## config.mk

```make
export PLATFORM = sky130hd
export DESIGN_NAME = player_jump_fsm
export DESIGN_NICKNAME = d
export VERILOG_FILES = /design/src/rtl/game_pkg.sv /design/src/rtl/player_jump_fsm_key_edge_sync.sv /design/src/rtl/player_jump_fsm.sv
export SDC_FILE = /design/constraint.sdc
export NUM_CORES = 1
export LEC_CHECK = 0
export ABC_AREA = 1
export BUFFER_PORTS_ARGS = -buffer_cell sky130_fd_sc_hd__buf_2
export CAP_MARGIN = 5
export CORE_MARGIN = 2
export CORE_UTILIZATION = 61
export DETAILED_ROUTE_END_ITERATION = 16
export HOLD_SLACK_MARGIN = 0.08
export PLACE_DENSITY = 0.91
export SYNTH_ARGS = -nofsm -noshare
export SYNTH_HDL_FRONTEND = slang
export SYNTH_SLANG_ARGS = --single-unit
```

## constraint.sdc

```tcl
create_clock -name CLOCK_50 -period 2.72 [get_ports CLOCK_50]
set_clock_uncertainty 0.15 [all_clocks]
set_input_delay 0.544 -clock CLOCK_50 [delete_from_list [all_inputs] [get_ports CLOCK_50]]
set_output_delay 0.544 -clock CLOCK_50 [all_outputs]
set_load 0.005 [all_outputs]
```

## src/rtl/game_pkg.sv

```systemverilog
// game_pkg: player state encodings and default geometry shared by game-logic blocks
package game_pkg;
    localparam logic [2:0] ST_GROUND = 3'd0;
    localparam logic [2:0] ST_RISE   = 3'd1;
    localparam logic [2:0] ST_HOVER  = 3'd2;
    localparam logic [2:0] ST_FALL   = 3'd3;
    localparam logic [2:0] ST_DEAD   = 3'd4;
    localparam int DEF_Y_W         = 7;
    localparam int DEF_JUMP_HEIGHT = 40;
    localparam int DEF_RISE_STEP   = 8;
    localparam int DEF_FALL_STEP   = 4;
    localparam int DEF_HOVER_TICKS = 3;
endpackage

```

## src/rtl/player_jump_fsm_key_edge_sync.sv

```systemverilog
// key_edge_sync: 2-flop synchronizer followed by a one-cycle rising-edge pulse
module key_edge_sync (
    input  logic clk,
    input  logic rst,
    input  logic din,
    output logic rise
);
    logic [2:0] s;
    always_ff @(posedge clk) s <= rst ? 3'b000 : {s[1:0], din};
    assign rise = s[1] & ~s[2];
endmodule

```

## src/rtl/player_jump_fsm.sv

```systemverilog
// player_jump_fsm: tick-driven jump arc (ground, rise, hover, fall) with game-over freeze
module player_jump_fsm
    import game_pkg::*;
#(
    parameter int Y_W         = DEF_Y_W,
    parameter int JUMP_HEIGHT = DEF_JUMP_HEIGHT,
    parameter int RISE_STEP   = DEF_RISE_STEP,
    parameter int FALL_STEP   = DEF_FALL_STEP,
    parameter int HOVER_TICKS = DEF_HOVER_TICKS
) (
    input  logic           CLOCK_50,
    input  logic           reset,
    input  logic           tick,
    input  logic           key_press,
    input  logic           game_over,
    output logic [Y_W-1:0] player_y,
    output logic           airborne,
    output logic           jump_start,
    output logic           dead
);
    localparam int HC_W = $clog2(HOVER_TICKS + 2);
    localparam logic [Y_W-1:0]  JH = Y_W'(JUMP_HEIGHT);
    localparam logic [Y_W-1:0]  FS = Y_W'(FALL_STEP);
    localparam logic [Y_W:0]    RS = (Y_W + 1)'(RISE_STEP);
    localparam logic [HC_W-1:0] HT = HC_W'(HOVER_TICKS);
    localparam logic [2:0] APEX_ST = (HOVER_TICKS == 0) ? ST_FALL : ST_HOVER;
    localparam logic LAUNCH_APEX = RISE_STEP >= JUMP_HEIGHT;

    logic [2:0]      state;
    logic            pending;
    logic            key_rise;
    logic [HC_W-1:0] hover_cnt;
    logic [Y_W:0]    sum;

    key_edge_sync u_key (.clk(CLOCK_50), .rst(reset), .din(key_press), .rise(key_rise));

    assign sum = {1'b0, player_y} + RS;

    always_ff @(posedge CLOCK_50) begin
        if (reset) begin
            state      <= ST_GROUND;
            player_y   <= '0;
            airborne   <= 1'b0;
            jump_start <= 1'b0;
            dead       <= 1'b0;
            pending    <= 1'b0;
            hover_cnt  <= '0;
        end else if (game_over && state != ST_DEAD) begin
            state      <= ST_DEAD;
            dead       <= 1'b1;
            pending    <= 1'b0;
            jump_start <= 1'b0;
        end else begin
            jump_start <= 1'b0;
            case (state)
                ST_GROUND:
                    if (tick && (pending || key_rise)) begin
                        state      <= LAUNCH_APEX ? APEX_ST : ST_RISE;
                        player_y   <= LAUNCH_APEX ? JH : RS[Y_W-1:0];
                        hover_cnt  <= HT;
                        airborne   <= 1'b1;
                        jump_start <= 1'b1;
                        pending    <= 1'b0;
                    end else if (key_rise) pending <= 1'b1;
                ST_RISE:
                    if (tick) begin
                        if (sum >= {1'b0, JH}) begin
                            player_y  <= JH;
                            hover_cnt <= HT;
                            state     <= APEX_ST;
                        end else player_y <= sum[Y_W-1:0];
                    end
                ST_HOVER:
                    if (tick) begin
                        hover_cnt <= hover_cnt - 1'b1;
                        if (hover_cnt == HC_W'(1)) state <= ST_FALL;
                    end
                ST_FALL:
                    if (tick) begin
                        if (player_y <= FS) begin
                            player_y <= '0;
                            airborne <= 1'b0;
                            state    <= ST_GROUND;
                        end else player_y <= player_y - FS;
                    end
                ST_DEAD:
                    // the restarting edge is consumed here and never becomes a jump request
                    if (key_rise && !game_over) begin
                        state    <= ST_GROUND;
                        player_y <= '0;
                        airborne <= 1'b0;
                        dead     <= 1'b0;
                        pending  <= 1'b0;
                    end
                default: state <= ST_GROUND;
            endcase
        end
    end
endmodule

```

# ---- Yosys cells after proc, flatten, opt, wreduce, memory -nomap -nowiden
# Index checks and enable logic that the tools add are counted.
dict set report totals {
  input_bits 5
  word_cells 95
  regBits 20
}
dict set report op_classes {
  n_addsub 3
  n_eq_ne 23
  reduce_logical 21
  n_lt_le_gt_ge 2
  n_mux 33
  n_bitwise 4
}
# op n
set ops {}
lappend ops {{7-bit 2-to-1 mux} 6}
lappend ops {{3-bit 2-to-1 mux} 13}
lappend ops {{3-bit != test, second input constant} 10}
lappend ops {{7-bit case mux with 4 select lines} 1}
lappend ops {{6-bit AND reduction} 3}
lappend ops {{2-bit != test, second input constant} 8}
lappend ops {{8-bit AND reduction} 2}
lappend ops {{3-bit case mux with 5 select lines} 1}
lappend ops {{1-bit 2-to-1 mux} 9}
lappend ops {{3-bit case mux with 3 select lines} 1}
lappend ops {{7-bit by 4-bit adder with 8-bit output, second input constant} 1}
lappend ops {{8-bit by 6-bit >= comparator with 1-bit output, second input constant} 1}
lappend ops {{7-bit by 3-bit <= comparator with 1-bit output, second input constant} 1}
lappend ops {{7-bit by 3-bit subtractor with 7-bit output, second input constant} 1}
lappend ops {{3-bit by 1-bit == test with 1-bit output, second input constant} 2}
lappend ops {{3-bit by 2-bit == test with 1-bit output, second input constant} 2}
lappend ops {{2-bit nonzero test} 3}
lappend ops {{3-bit nonzero test} 2}
lappend ops {{4-bit nonzero test} 1}
lappend ops {{3-bit == test, second input constant} 1}
lappend ops {{1-bit logical AND} 3}
lappend ops {{3-bit logical NOT} 1}
lappend ops {{1-bit NOT} 3}
lappend ops {{1-bit case mux with 3 select lines} 1}
lappend ops {{9 further kinds} 9}

# ---- Logic depth before layout (Yosys ltp)
# Gate-level depths: netlist of the first run.
dict set report logic_depth {
  word_depth 7
  depth_mapped 12
  ltp_nobuf 12
}

# ---- Modules after synthesis
# Synthesis of the first run repeated with hierarchy kept, for this count alone.
dict set report unflattened {
  cells_unflattened 190
  hier_area_um2 1266.2
}
# mod area_each_um2 instances cells_each
set modules_own_cells {}
lappend modules_own_cells {player_jump_fsm 1179.9 1 180}
lappend modules_own_cells {key_edge_sync 86.3 1 10}

# ---- Least setup slack after synthesis of the first run
# No wires, ideal clock.
dict set report synth_path {
  kind {reg2reg}
  startpoint {register player_y[3]}
  endpoint {register player_y[4]}
  setup_ps 68
  slack_ps 1046
  n_path_buf 0
  stages_incl_launch_ff 10
  t_arrival_ps 1457
  path_cell_list {dfxtp_1 -> inv_1 -> ha_1 -> inv_1 -> nand2_1 -> nand2_1 -> nand3_2 -> o21ai_0 -> nand2_1 -> a21oi_2}
}
dict set report synth_via {
  elab_chain_len 5
}
# item line_no
set synth_lines {}
lappend synth_lines {{from (decl)} player_jump_fsm.sv:16} ;# output logic [Y_W-1:0] player_y,
lappend synth_lines {{from (signal assigned)} player_jump_fsm.sv:59} ;# player_y <= LAUNCH_APEX ? JH : RS[Y_W-1:0];
lappend synth_lines {{from (signal assigned)} player_jump_fsm.sv:71} ;# end else player_y <= sum[Y_W-1:0];
lappend synth_lines {{from (signal assigned)} player_jump_fsm.sv:84} ;# end else player_y <= player_y - FS;
lappend synth_lines {{7-bit by 4-bit adder with 8-bit output} player_jump_fsm.sv:37} ;# assign sum = {1'b0, player_y} + RS;
lappend synth_lines {{8-bit by 6-bit >= comparator with 1-bit output} player_jump_fsm.sv:67} ;# if (sum >= {1'b0, JH}) begin
lappend synth_lines {{7-bit 2-to-1 mux} player_jump_fsm.sv:67}
lappend synth_lines {{7-bit 2-to-1 mux} player_jump_fsm.sv:66} ;# if (tick) begin
lappend synth_lines {{7-bit case mux with 4 select lines *} player_jump_fsm.sv:55} ;# case (state)
# Mark *: on every way between the ends. The rest lies on a longest branch, timed or not. The select of a mux whose other input is x is not followed.
# A chain may end at the register's enable or synchronous reset.

# ---- Final worst setup path of the first run
dict set report layout_path {
  startpoint {register player_y[3]}
  endpoint {register state[0]}
}
dict set report layout_via {
  elab_chain_len 4
}
# item line_no
set layout_lines {}
lappend layout_lines {{7-bit by 4-bit adder with 8-bit output} player_jump_fsm.sv:37}
lappend layout_lines {{8-bit by 6-bit >= comparator with 1-bit output} player_jump_fsm.sv:67}
lappend layout_lines {{2-bit != test (no line)} -}
lappend layout_lines {{8-bit AND reduction (no line) *} -}
lappend layout_lines {{to (signal assigned)} player_jump_fsm.sv:58} ;# state <= LAUNCH_APEX ? APEX_ST : ST_RISE;
lappend layout_lines {{to (decl)} player_jump_fsm.sv:29} ;# logic [2:0] state;
# Mark *: on every way between the ends. The rest lies on a longest branch, timed or not.

==> metrics.md, run 1 <==
| Metric | Value |
|---|---|
| Worst-path cell chain | `inv_1 > ha_1 > nand2_1 > nand3_1 > nand2_1 > nand2_1 > nand2_1 > nand3_1 > nor2_1 > nand2_1 > nand2_1 > nor2_1` |
| Clk slew on worst S/H paths | `0.11 ns` |
| Outcome | `completed` |
| Endpoints failing hold | `0` |
| RSZ-0062 raised after global routing | `false` |
| Mapped Cells | `193` |
| Slowest CP cell | `dfxtp_1` |
| Cts repair resizes | `0` |
| IO buf count | `12` |
| Global route overflow | `0` |
| Post-CTS Hold Fix Bufs | `0` |
| Layout area overhead | `7.768%` |
| Initial Utilization | `64.86%` |
| Row count | `16` |
| Yosys cell types | `29` |
| Share of cells above drive strength 1 | `20.49%` |
| Worst path max stage delay | `0.42 ns` |
| Ranking of synthesized cells by area | `dfxtp_1 28%, nand2_1 14%, nor2_1 9.1%, ha_1 7.9%, inv_1 6.8%` |
| Antenna violations before repair | `0` |
| Clock Sink Count | `18` |
| DRT iter0 DRCs | `38` |
| Commonest non-fill, non-tap cells in the layout | `46 x nand2_1, 31 x nor2_1, 23 x inv_1, 18 x dfxtp_1, 12 x buf_2` |
| Fin. max-slew vios | `0` |
| Synthesized area per cell | `6.593 µm²` |
| Fin nets | `219` |
| H-tree lvl count | `1` |
| Post-place setup slack | `0.8643 ns` |
| Max-Cap Viols | `0` |
| Tcrit/Tclk final | `71.31%` |
| Critical path class | `register to register` |
| Sum Neg Setup Slack | `0 ns` |
| Mapped Area | `0.001272 mm²` |
| Root Buffer | `clkbuf_4` |
| Antenna fix cells | `0` |
| CP max FO | `8` |
| Drt pass-1 iters | `4` |
| Largest area contributor in the netlist | `dfxtp_1` |
| Die Wd | `49.67 µm` |
| Crit start category | `register` |
| Chip height | `49.67 µm` |
| Data required, critical path | `2.77 ns` |
| Largest net degree at the start of global routing | `13` |
| Worst vdd rail ir drop | `614.2 µV` |
| Most common cell after layout, fill and taps aside | `nand2_1` |
| Avg Vias per Cell | `5.353` |
| Min Tclk post-route | `1.940 ns` |
| CP Capture Type | `register` |
| IO Count | `15` |
| CP top delay family | `simple AND/OR/NAND/NOR gates` |
| CTS Buffer Depth | `2` |
| Final setup viols | `0` |
| First-pass GRT wire length | `4.712 mm` |
| Most Frequent Cell on Critical Path | `nand2_1` |
| Yosys top cell area share | `28.32%` |
| Routability cong. | `0.8940` |
| Final wirelength | `2.701 mm` |
| Yosys reg bits | `18` |
| WP data arrival | `1.99 ns` |
| CTS tree | `built` |
| Final ANT Viol Nets | `0` |
| Post-CTS setup buffers | `0` |
| Core area | `0.001962 mm²` |
| Yosys warns | `0` |
| Inserted Clock Buffers | `3` |
| Routed len/inst | `11.64 µm` |
| Clk_lat worst skew | `0.30 ns` |
| DR vias | `1242` |
| Die Area | `0.002467 mm²` |
| Pwr dens | `1026 mW/mm²` |
| Max Fclk | `0.5155 GHz` |
| Vias in the first global route | `1152` |
| DP Wirelength | `2.093 mm` |
| Pleak | `0.7057 nW` |
| Register area share after synthesis | `28.32%` |
| DRC errors left | `0` |
| Worst Hold Class | `register to register` |
| Global Route Usage Sum | `24.54%` |
| WP buf/inv | `1` |
| Worst setup margin | `0.7803 ns` |
## through the flow
step                total power, mW  hold slack [ns]  area [µm²]  instances  util (%)
finish                        1.408           0.2622        1371        232     69.90
global route                  1.532           0.2833        1371        232     69.90
CTS                           1.401           0.2655        1371        232     69.90
detailed placement            1.218           0.2505        1335        228     68.05
global placement              1.178           0.2416        1335        228     68.05
floorplan                     1.058           0.2383        1276        194         -
## final timing paths
path	start	endpoint	slack, ns	cells past startpoint
max	player_y[3]	state[0]	0.78	12
min	u_key.s[0]	u_key.s[1]	0.26	2
min reg2reg	u_key.s[0]	u_key.s[1]	0.26	2
max reg2reg	player_y[3]	state[0]	0.78	12
## routing by layer
layer / share of wire [%] / track usage [%]
met3: 4.8 / 4.848
met4: 3.0 / 12.96
met2: 48 / 40.89
met5: 0 / 0
met1: 44 / 29.57
## cells by family after synthesis
logic type | synth area share, %
other cells | 0.2947
flops | 28.32
buf+inv | 11.01
fa+ha+maj | 7.867
compound gates | 9.735
xor+xnor | 2.065
simple gates | 40.71
## cells in the mapped netlist
cell,n
conb_1,1
o21ai_0,8
a21oi_1,9
ha_1,8
nand2_4,3
inv_2,5
nand4_1,3
nand3_1,7
buf_6,1
nor2_2,3
clkbuf_2,1
nand3b_4,1
nor2_1,31
nand2_2,6
clkbuf_1,1
dfxtp_1,18
nor3_1,2
a21oi_2,3
a31oi_1,1
buf_4,2
nand3_2,2
inv_1,23
nand3b_1,1
xor2_1,3
or2_2,1
nor2_4,1
nand2_1,46
o22ai_1,1
nor3_2,1
## flip-flops by register name, summed over array words and instances, names as in the netlist
signal      cells
jump_start      1
hover_cnt       3
dead            1
state           3
u_key.s         3
pending         1
player_y        5
airborne        1
## tightest hold or removal path: cells and delay by family (launching register included)
kind / cells / cell delay (ns)
flip-flops: 1 / 0.31
buffers and inverters: 1 / 0.04
AND/OR/NAND/NOR: 1 / 0.03
## report_power, final
| group | leakage [nW] | switching [mW] | internal, mW |
|---|---|---|---|
| clock | 0.0210 | 0.0890 | 0.0817 |
| sequential | 0.147 | 0.0759 | 0.331 |
| combinational | 0.537 | 0.531 | 0.299 |
## cell type report
type | count | area (µm²)
well taps | 27 | 33.78
repair buffers | 12 | 60.06
inverters | 28 | 105.1
multi-input cells | 143 | 775.7
clock buffers | 4 | 36.28
flip-flops and latches | 18 | 360.3
fillers | 172 | 590.6
(Power assumes the default switching activity.)
==> inputs of run 2 (changes only) <==
--- a/config.mk
+++ b/config.mk
@@ -9,10 +9,10 @@
 export BUFFER_PORTS_ARGS = -buffer_cell sky130_fd_sc_hd__buf_2
 export CAP_MARGIN = 5
 export CORE_MARGIN = 2
-export CORE_UTILIZATION = 61
+export CORE_UTILIZATION = 57
 export DETAILED_ROUTE_END_ITERATION = 16
 export HOLD_SLACK_MARGIN = 0.08
-export PLACE_DENSITY = 0.91
+export PLACE_DENSITY = 0.86
 export SYNTH_ARGS = -nofsm -noshare
 export SYNTH_HDL_FRONTEND = slang
 export SYNTH_SLANG_ARGS = --single-unit
==> constraint.sdc (replaced) <==
create_clock -name CLOCK_50 -period 1.8 [get_ports CLOCK_50]
set_clock_uncertainty 0.15 [all_clocks]
set_input_delay 0.36 -clock CLOCK_50 [delete_from_list [all_inputs] [get_ports CLOCK_50]]
set_output_delay 0.36 -clock CLOCK_50 [all_outputs]
set_load 0.005 [all_outputs]
==> metrics.md, run 2 (synthesis results as in run 1) <==
| Metric | Value |
|---|---|
| Outcome | `completed` |
| Pleak | `0.7232 nW (+2.5%)` |
| Hold Crit Start | `key_press` |
| Drt pass-1 iters | `5 (+1)` |
| Antenna fix cells | `0 (unchanged)` |
| CTS Buffer Depth | `2 (unchanged)` |
| CP max FO | `6 (-2)` |
| Max-Cap Viols | `0 (unchanged)` |
| Share of cells above drive strength 1 | `25.48% (+5.0 points)` |
| Tcrit/Tclk final | `93.09% (+22 points)` |
| Min Tclk post-route | `1.676 ns (-0.2642 ns)` |
| Row count | `17 (+1)` |
| Worst reg2reg path startpoint | `player_y[3]` |
| Clock Sink Count | `18 (unchanged)` |
| Clk slew on worst S/H paths | `0.12 ns (about the same)` |
| Worst Hold Class | `input pin to register` |
| Worst vdd rail ir drop | `979.2 µV (+59%)` |
| Total Power | `2.158 mW (+53%)` |
| Inserted Clock Buffers | `3 (unchanged)` |
| Fin nets | `222 (+1.4%)` |
| Endpoints failing hold | `0 (unchanged)` |
| Metal-1 WL | `1.168 mm (-1.9%)` |
| Final setup viols | `0 (unchanged)` |
| Routed len/inst | `10.84 µm (-6.9%)` |
| Initial Utilization | `58.65% (-6.2 points)` |
| Design area | `0.001420 mm² (+3.6%)` |
| First-pass GRT wire length | `4.278 mm (-9.2%)` |
| Most Frequent Cell on Critical Path | `nand2_1` |
| Die Wd | `51.25 µm (+3.2%)` |
| WP data arrival | `1.74 ns (-0.25 ns)` |
| Clk_lat worst skew | `0.32 ns (+0.02 ns)` |
| DP Wirelength | `1.981 mm (-5.3%)` |
| DRT iter0 DRCs | `25 (-34%)` |
| Slowest CP cell | `dfxtp_4` |
| Most common cell after layout, fill and taps aside | `nand2_1` |
| Max Fclk | `0.5968 GHz (+16%)` |
| Core area | `0.002170 mm² (+11%)` |
| Cell Area, Placed | `0.001359 mm² (+1.8%)` |
| Largest net degree at the start of global routing | `13 (unchanged)` |
| CP top delay family | `simple AND/OR/NAND/NOR gates` |
| Dpl cells | `232 (+1.8%)` |
| Data required, critical path | `1.87 ns (-0.90 ns)` |
| Global Route Usage Sum | `21.74% (-2.8 points)` |
| Met2 Wirelength | `1.162 mm (-11%)` |
| Worst-path cell chain | `inv_2 > ha_1 > nand2_1 > nand3_1 > nand2_1 > nand2_1 > nand2_1 > nand3_1 > nor2_1 > nand2_1 > nand2_1 > nor2_1` |
| Critical path class | `register to register` |
| Routed wl met3 | `183 µm (+42%)` |
| Vias in the first global route | `1026 (-11%)` |
| Pwr dens | `1520 mW/mm² (+48%)` |
| IO Count | `15 (unchanged)` |
| H-tree lvl count | `1 (unchanged)` |
| Global route overflow | `0 (unchanged)` |
| CTS tree | `built` |
| Die Area | `0.002627 mm² (+6.5%)` |
| Hold Slack | `0.1021 ns (-0.1601 ns)` |
| Post-CTS setup buffers | `0 (unchanged)` |
| Crit start category | `register` |
| DRC errors left | `0 (unchanged)` |
| Root Buffer | `clkbuf_4` |
| DR vias | `1197 (-3.6%)` |
| Final wirelength | `2.558 mm (-5.3%)` |
| IO buf count | `12 (unchanged)` |
| Fin util | `65.46% (-4.4 points)` |
| Fin cells | `236 (+1.7%)` |
| Commonest non-fill, non-tap cells in the layout | `45 x nand2_1, 31 x nor2_1, 22 x inv_1, 13 x dfxtp_1, 12 x buf_2` |
| RSZ-0062 raised after global routing | `false` |
| Antenna violations before repair | `0 (unchanged)` |
| DR top layer | `met4` |
| Avg Vias per Cell | `5.072 (-5.3%)` |
| Chip height | `51.25 µm (+3.2%)` |
| Worst path max stage delay | `0.39 ns (-0.03 ns)` |
| CP Capture Type | `register` |
| Largest register FFs | `5 (unchanged)` |
| Crit path launch | `player_y[3]` |
| Layout area overhead | `11.60%` |
| Routability cong. | `0.9052 (+1.3%)` |
| Top reg by flops | `player_y` |
| Fin. max-slew vios | `0 (unchanged)` |
| WP buf/inv | `1 (unchanged)` |
| Final ANT Viol Nets | `0 (unchanged)` |
run 2: changes by cell type in the layout (fill, tap and decap cells not counted), moves of 2 or more:
cell     change
dfxtp_1      -5
dfxtp_4      +2
dfxtp_2      +3
o21ai_1      +3
o21ai_0      -3
buf_4        +3
run 2: timing repair:
action,4_1_cts,5_1_grt
hold endpoints to repair,0,0
gates resized for setup,2,12
pin swaps,0,1
hold buffers,0,0
gates cloned,0,0
setup endpoints to repair,2,10
run 2: worst paths after layout:
path	end	slack, ns	depth (start not counted)
worst max-delay path	state[0]	0.12	12
worst min-delay path	u_key.s[0]	0.10	3
worst max register to register	state[0]	0.12	12
worst min register to register	u_key.s[1]	0.26	2
run 2: final cells by class:
class | count | area [µm²]
flip-flops and latches | 18 | 371.6
clock buffers | 4 | 36.28
fillers | 203 | 749.5
multi-input cells | 143 | 789.5
inverters | 28 | 105.1
well taps | 28 | 35.03
repair buffers | 15 | 82.58
run 2: power by group:
group / total [mW] / switching, mW / internal (mW)
combinational: 1.25 / 0.780 / 0.473
clock: 0.271 / 0.147 / 0.124
sequential: 0.634 / 0.114 / 0.520
run 2: per-layer routing:
layer | global-route usage [%] | vias to the layer above
li1 | - | 628
met1 | 29.42 | 527
met2 | 33.98 | 37
met3 | 3.509 | 5
met4 | 9.649 | 0
met5 | 0 | -
run 2: worst min-delay path, delay by kind of cell:
family / cells / cell delay, ns
and+or+nand+nor: 1 / 0.03
buffers and inverters: 2 / 0.15
run 2: stage by stage:
stage | worst slack, ns | setup TNS, ns
2_1_floorplan | 0.1256 | 0
3_3_place_gp | 0.01159 | 0
3_5_place_dp | -0.03684 | -0.03684
4_1_cts | 0.04531 | 0
5_1_grt | 0.005107 | 0
6_report | 0.1245 | 0
==> inputs of run 3 (changes only) <==
--- a/config.mk
+++ b/config.mk
@@ -12,7 +12,8 @@
 export CORE_UTILIZATION = 57
 export DETAILED_ROUTE_END_ITERATION = 16
 export HOLD_SLACK_MARGIN = 0.08
-export PLACE_DENSITY = 0.86
+export PLACE_DENSITY = 0.9
 export SYNTH_ARGS = -nofsm -noshare
 export SYNTH_HDL_FRONTEND = slang
+export SYNTH_HIERARCHICAL = 1
 export SYNTH_SLANG_ARGS = --single-unit
==> metrics.md, run 3 <==
| Metric | Value |
|---|---|
| Register area share after synthesis | `28.46% (+0.14 points)` |
| Async S/R FF share, synth | `0% (unchanged)` |
| DRT iter0 DRCs | `50 (+100%)` |
| Dpl cells | `230 (-0.86%)` |
| Final setup viols | `0 (unchanged)` |
| Pleak | `0.6984 nW (-3.4%)` |
| Antenna violations before repair | `0 (unchanged)` |
| Vias in the first global route | `1057 (+3.0%)` |
| Ys flop type | `dfxtp_1` |
| Avg Vias per Cell | `5.077 (about the same)` |
| Top cells by count, synth | `48 x nand2_1, 29 x nor2_1, 25 x inv_1` |
| Fin nets | `221 (-0.45%)` |
| Largest net degree at the start of global routing | `15 (+2)` |
| Ranking of synthesized cells by area | `dfxtp_1 28%, nand2_1 14%, nor2_1 8.6%, ha_1 7.9%, inv_1 7.4%` |
| Cell Area, Placed | `0.001353 mm² (-0.46%)` |
| Routability cong. | `0.8792 (-2.9%)` |
| Fin util | `66.39% (+0.94 points)` |
| Post-CTS Hold Fix Bufs | `0 (unchanged)` |
| Global Route Usage Sum | `22.68% (+0.93 points)` |
| Core area | `0.002148 mm² (-0.98%)` |
| Row count | `17 (unchanged)` |
| Worst Hold Class | `input pin to register` |
| Fill cell count | `186 (-8.4%)` |
| Global route overflow | `0 (unchanged)` |
| Sum Neg Setup Slack | `0 ns (unchanged)` |
| Drt pass-1 iters | `5 (unchanged)` |
| Yosys cell types | `30 (+3.4%)` |
| Tcrit/Tclk final | `92.93% (-0.16 points)` |
| Chip height | `51.13 µm (-0.23%)` |
| Final wirelength | `2.660 mm (+4.0%)` |
| Largest register FFs | `5 (unchanged)` |
| Inserted Clock Buffers | `3 (unchanged)` |
| Share of cells above drive strength 1 | `27.67% (+2.2 points)` |
| Crit start category | `register` |
| CP Capture Type | `register` |
| Yosys reg bits | `18 (unchanged)` |
| DR vias | `1188 (-0.75%)` |
| Max Fclk | `0.5978 GHz (+0.17%)` |
| Largest area contributor in the netlist | `dfxtp_1` |
| Synthesized area per cell | `6.664 µm² (+1.1%)` |
| Yosys warns | `6 (+6)` |
| Routed len/inst | `11.37 µm (+4.9%)` |
| Outcome | `completed` |
| Clk slew on worst S/H paths | `0.10 ns (-0.02 ns)` |
| Worst setup margin | `0.1273 ns (+0.002850 ns)` |
| Post-synth EDFFs | `0 (unchanged)` |
| WP data arrival | `1.76 ns (+0.02 ns)` |
| Layout area overhead | `12.65%` |
| Fin. max-slew vios | `0 (unchanged)` |
| Commonest non-fill, non-tap cells in the layout | `42 x nand2_1, 25 x nor2_1, 24 x inv_1, 16 x dfxtp_1, 12 x buf_2` |
| Mapped Cells | `190 (-1.6%)` |
| Mapped Area | `0.001266 mm² (-0.49%)` |
| Most common cell after layout, fill and taps aside | `nand2_1` |
| Clk_lat worst skew | `0.30 ns (-0.02 ns)` |
| Post-place setup slack | `0.03644 ns (+0.07328 ns)` |
| IO buf count | `12 (unchanged)` |
| CTS Buffer Depth | `2 (unchanged)` |
| Yosys top cell area share | `28.46% (+0.14 points)` |
| Final ANT Viol Nets | `0 (unchanged)` |
| DP Wirelength | `1.908 mm (-3.7%)` |
| Worst vdd rail ir drop | `719.5 µV (-27%)` |
| IO Count | `15 (unchanged)` |
| Min Tclk post-route | `1.673 ns (-0.002850 ns)` |
| CTS tree | `built` |
| Fin cells | `234 (-0.85%)` |
| Endpoints failing hold | `0 (unchanged)` |
| Data required, critical path | `1.89 ns (+0.02 ns)` |
| Antenna fix cells | `0 (unchanged)` |
| Pwr dens | `1191 mW/mm² (-22%)` |
| Clock Sink Count | `18 (unchanged)` |
| Initial Utilization | `58.94% (+0.29 points)` |
| Critical path class | `register to register` |
| Die Wd | `51.13 µm (-0.23%)` |
| Top reg by flops | `player_y` |
| First-pass GRT wire length | `4.478 mm (+4.7%)` |
| DRC errors left | `0 (unchanged)` |
| Max-Cap Viols | `0 (unchanged)` |
| Seq. cell area | `367.9 µm² (-1.0%)` |
| Most frequent cell after synthesis | `nand2_1` |
| Root Buffer | `clkbuf_4` |
| Design area | `0.001426 mm² (+0.44%)` |
| CP max FO | `7 (+1)` |
| Multi-input logic area | `787.0 µm² (-0.32%)` |
| Die Area | `0.002614 mm² (-0.47%)` |
| H-tree lvl count | `1 (unchanged)` |
-- run 3: timing repair --
| action | in CTS | in global routing |
|---|---|---|
| setup endpoints to repair | 0 | 11 |
| gates resized for setup | 0 | 19 |
| buffers inserted | 0 | 1 |
| endpoints found under the hold margin | 0 | 0 |
-- run 3: layout make-up --
type | instances | share of cell area (%)
multi-input cells | 138 | 55.18
flip-flops and latches | 18 | 25.79
inverters | 31 | 8.684
repair buffers | 16 | 6.316
well taps | 28 | 2.456
clock buffers | 3 | 1.579
-- run 3: power by group --
| part | total, mW | internal, mW | switching, mW |
|---|---|---|---|
| registers | 0.530 | 0.469 | 0.0611 |
| clock network | 0.206 | 0.0782 | 0.128 |
| logic | 0.962 | 0.343 | 0.618 |
-- run 3: worst paths after layout --
path / slack [ns] / to / cells after the start / startpoint
setup / recovery: 0.13 / hover_cnt[2] / 11 / player_y[3]
hold / removal: 0.1 / u_key/s[0] / 3 / key_press
setup reg to reg: 0.13 / hover_cnt[2] / 11 / player_y[3]
hold reg to reg: 0.27 / u_key/s[1] / 2 / u_key/s[0]
-- run 3: worst max-delay path, cell delays in order (launching register included) --
cell and delay, ns:
dfxtp_4 0.38, inv_4 0.05, ha_1 0.30, inv_1 0.06, nand2_1 0.06, nand2_2 0.08, nand2_1 0.05, nand2_1 0.11
nand2_2 0.10, nand2_2 0.09, nand2_1 0.06, a21oi_1 0.11
-- run 3: logic make-up (layout without fill, tap and decap cells) --
group / after synthesis / in the layout / synth area share (%)
fa+ha+maj: 8 / 8 / 7.905
buf+inv: 35 / 50 / 12.35
xor+xnor: 4 / 4 / 2.767
compound gates: 22 / 22 / 11.07
simple gates: 102 / 102 / 37.15
flops: 18 / 18 / 28.46
other cells: 1 / 2 / 0.2962
-- run 3: per-layer routing --
metal / share of wire [%] / wire (µm) / global-route usage, %
met5: 0 / 0 / 0
met4: 2.6 / 68 / 10.81
met3: 5.6 / 150 / 3.801
met1: 46 / 1231 / 30.95
met2: 45 / 1210 / 34.63
-- run 3: metrics by stage --
stage	total power, mW	hold WS [ns]
final	1.698	0.09595
after global routing	1.840	0.1039
after CTS	1.627	0.1048
after detailed placement	1.426	0.2532
after global placement	1.405	0.2398
after floorplan	1.232	0.2383
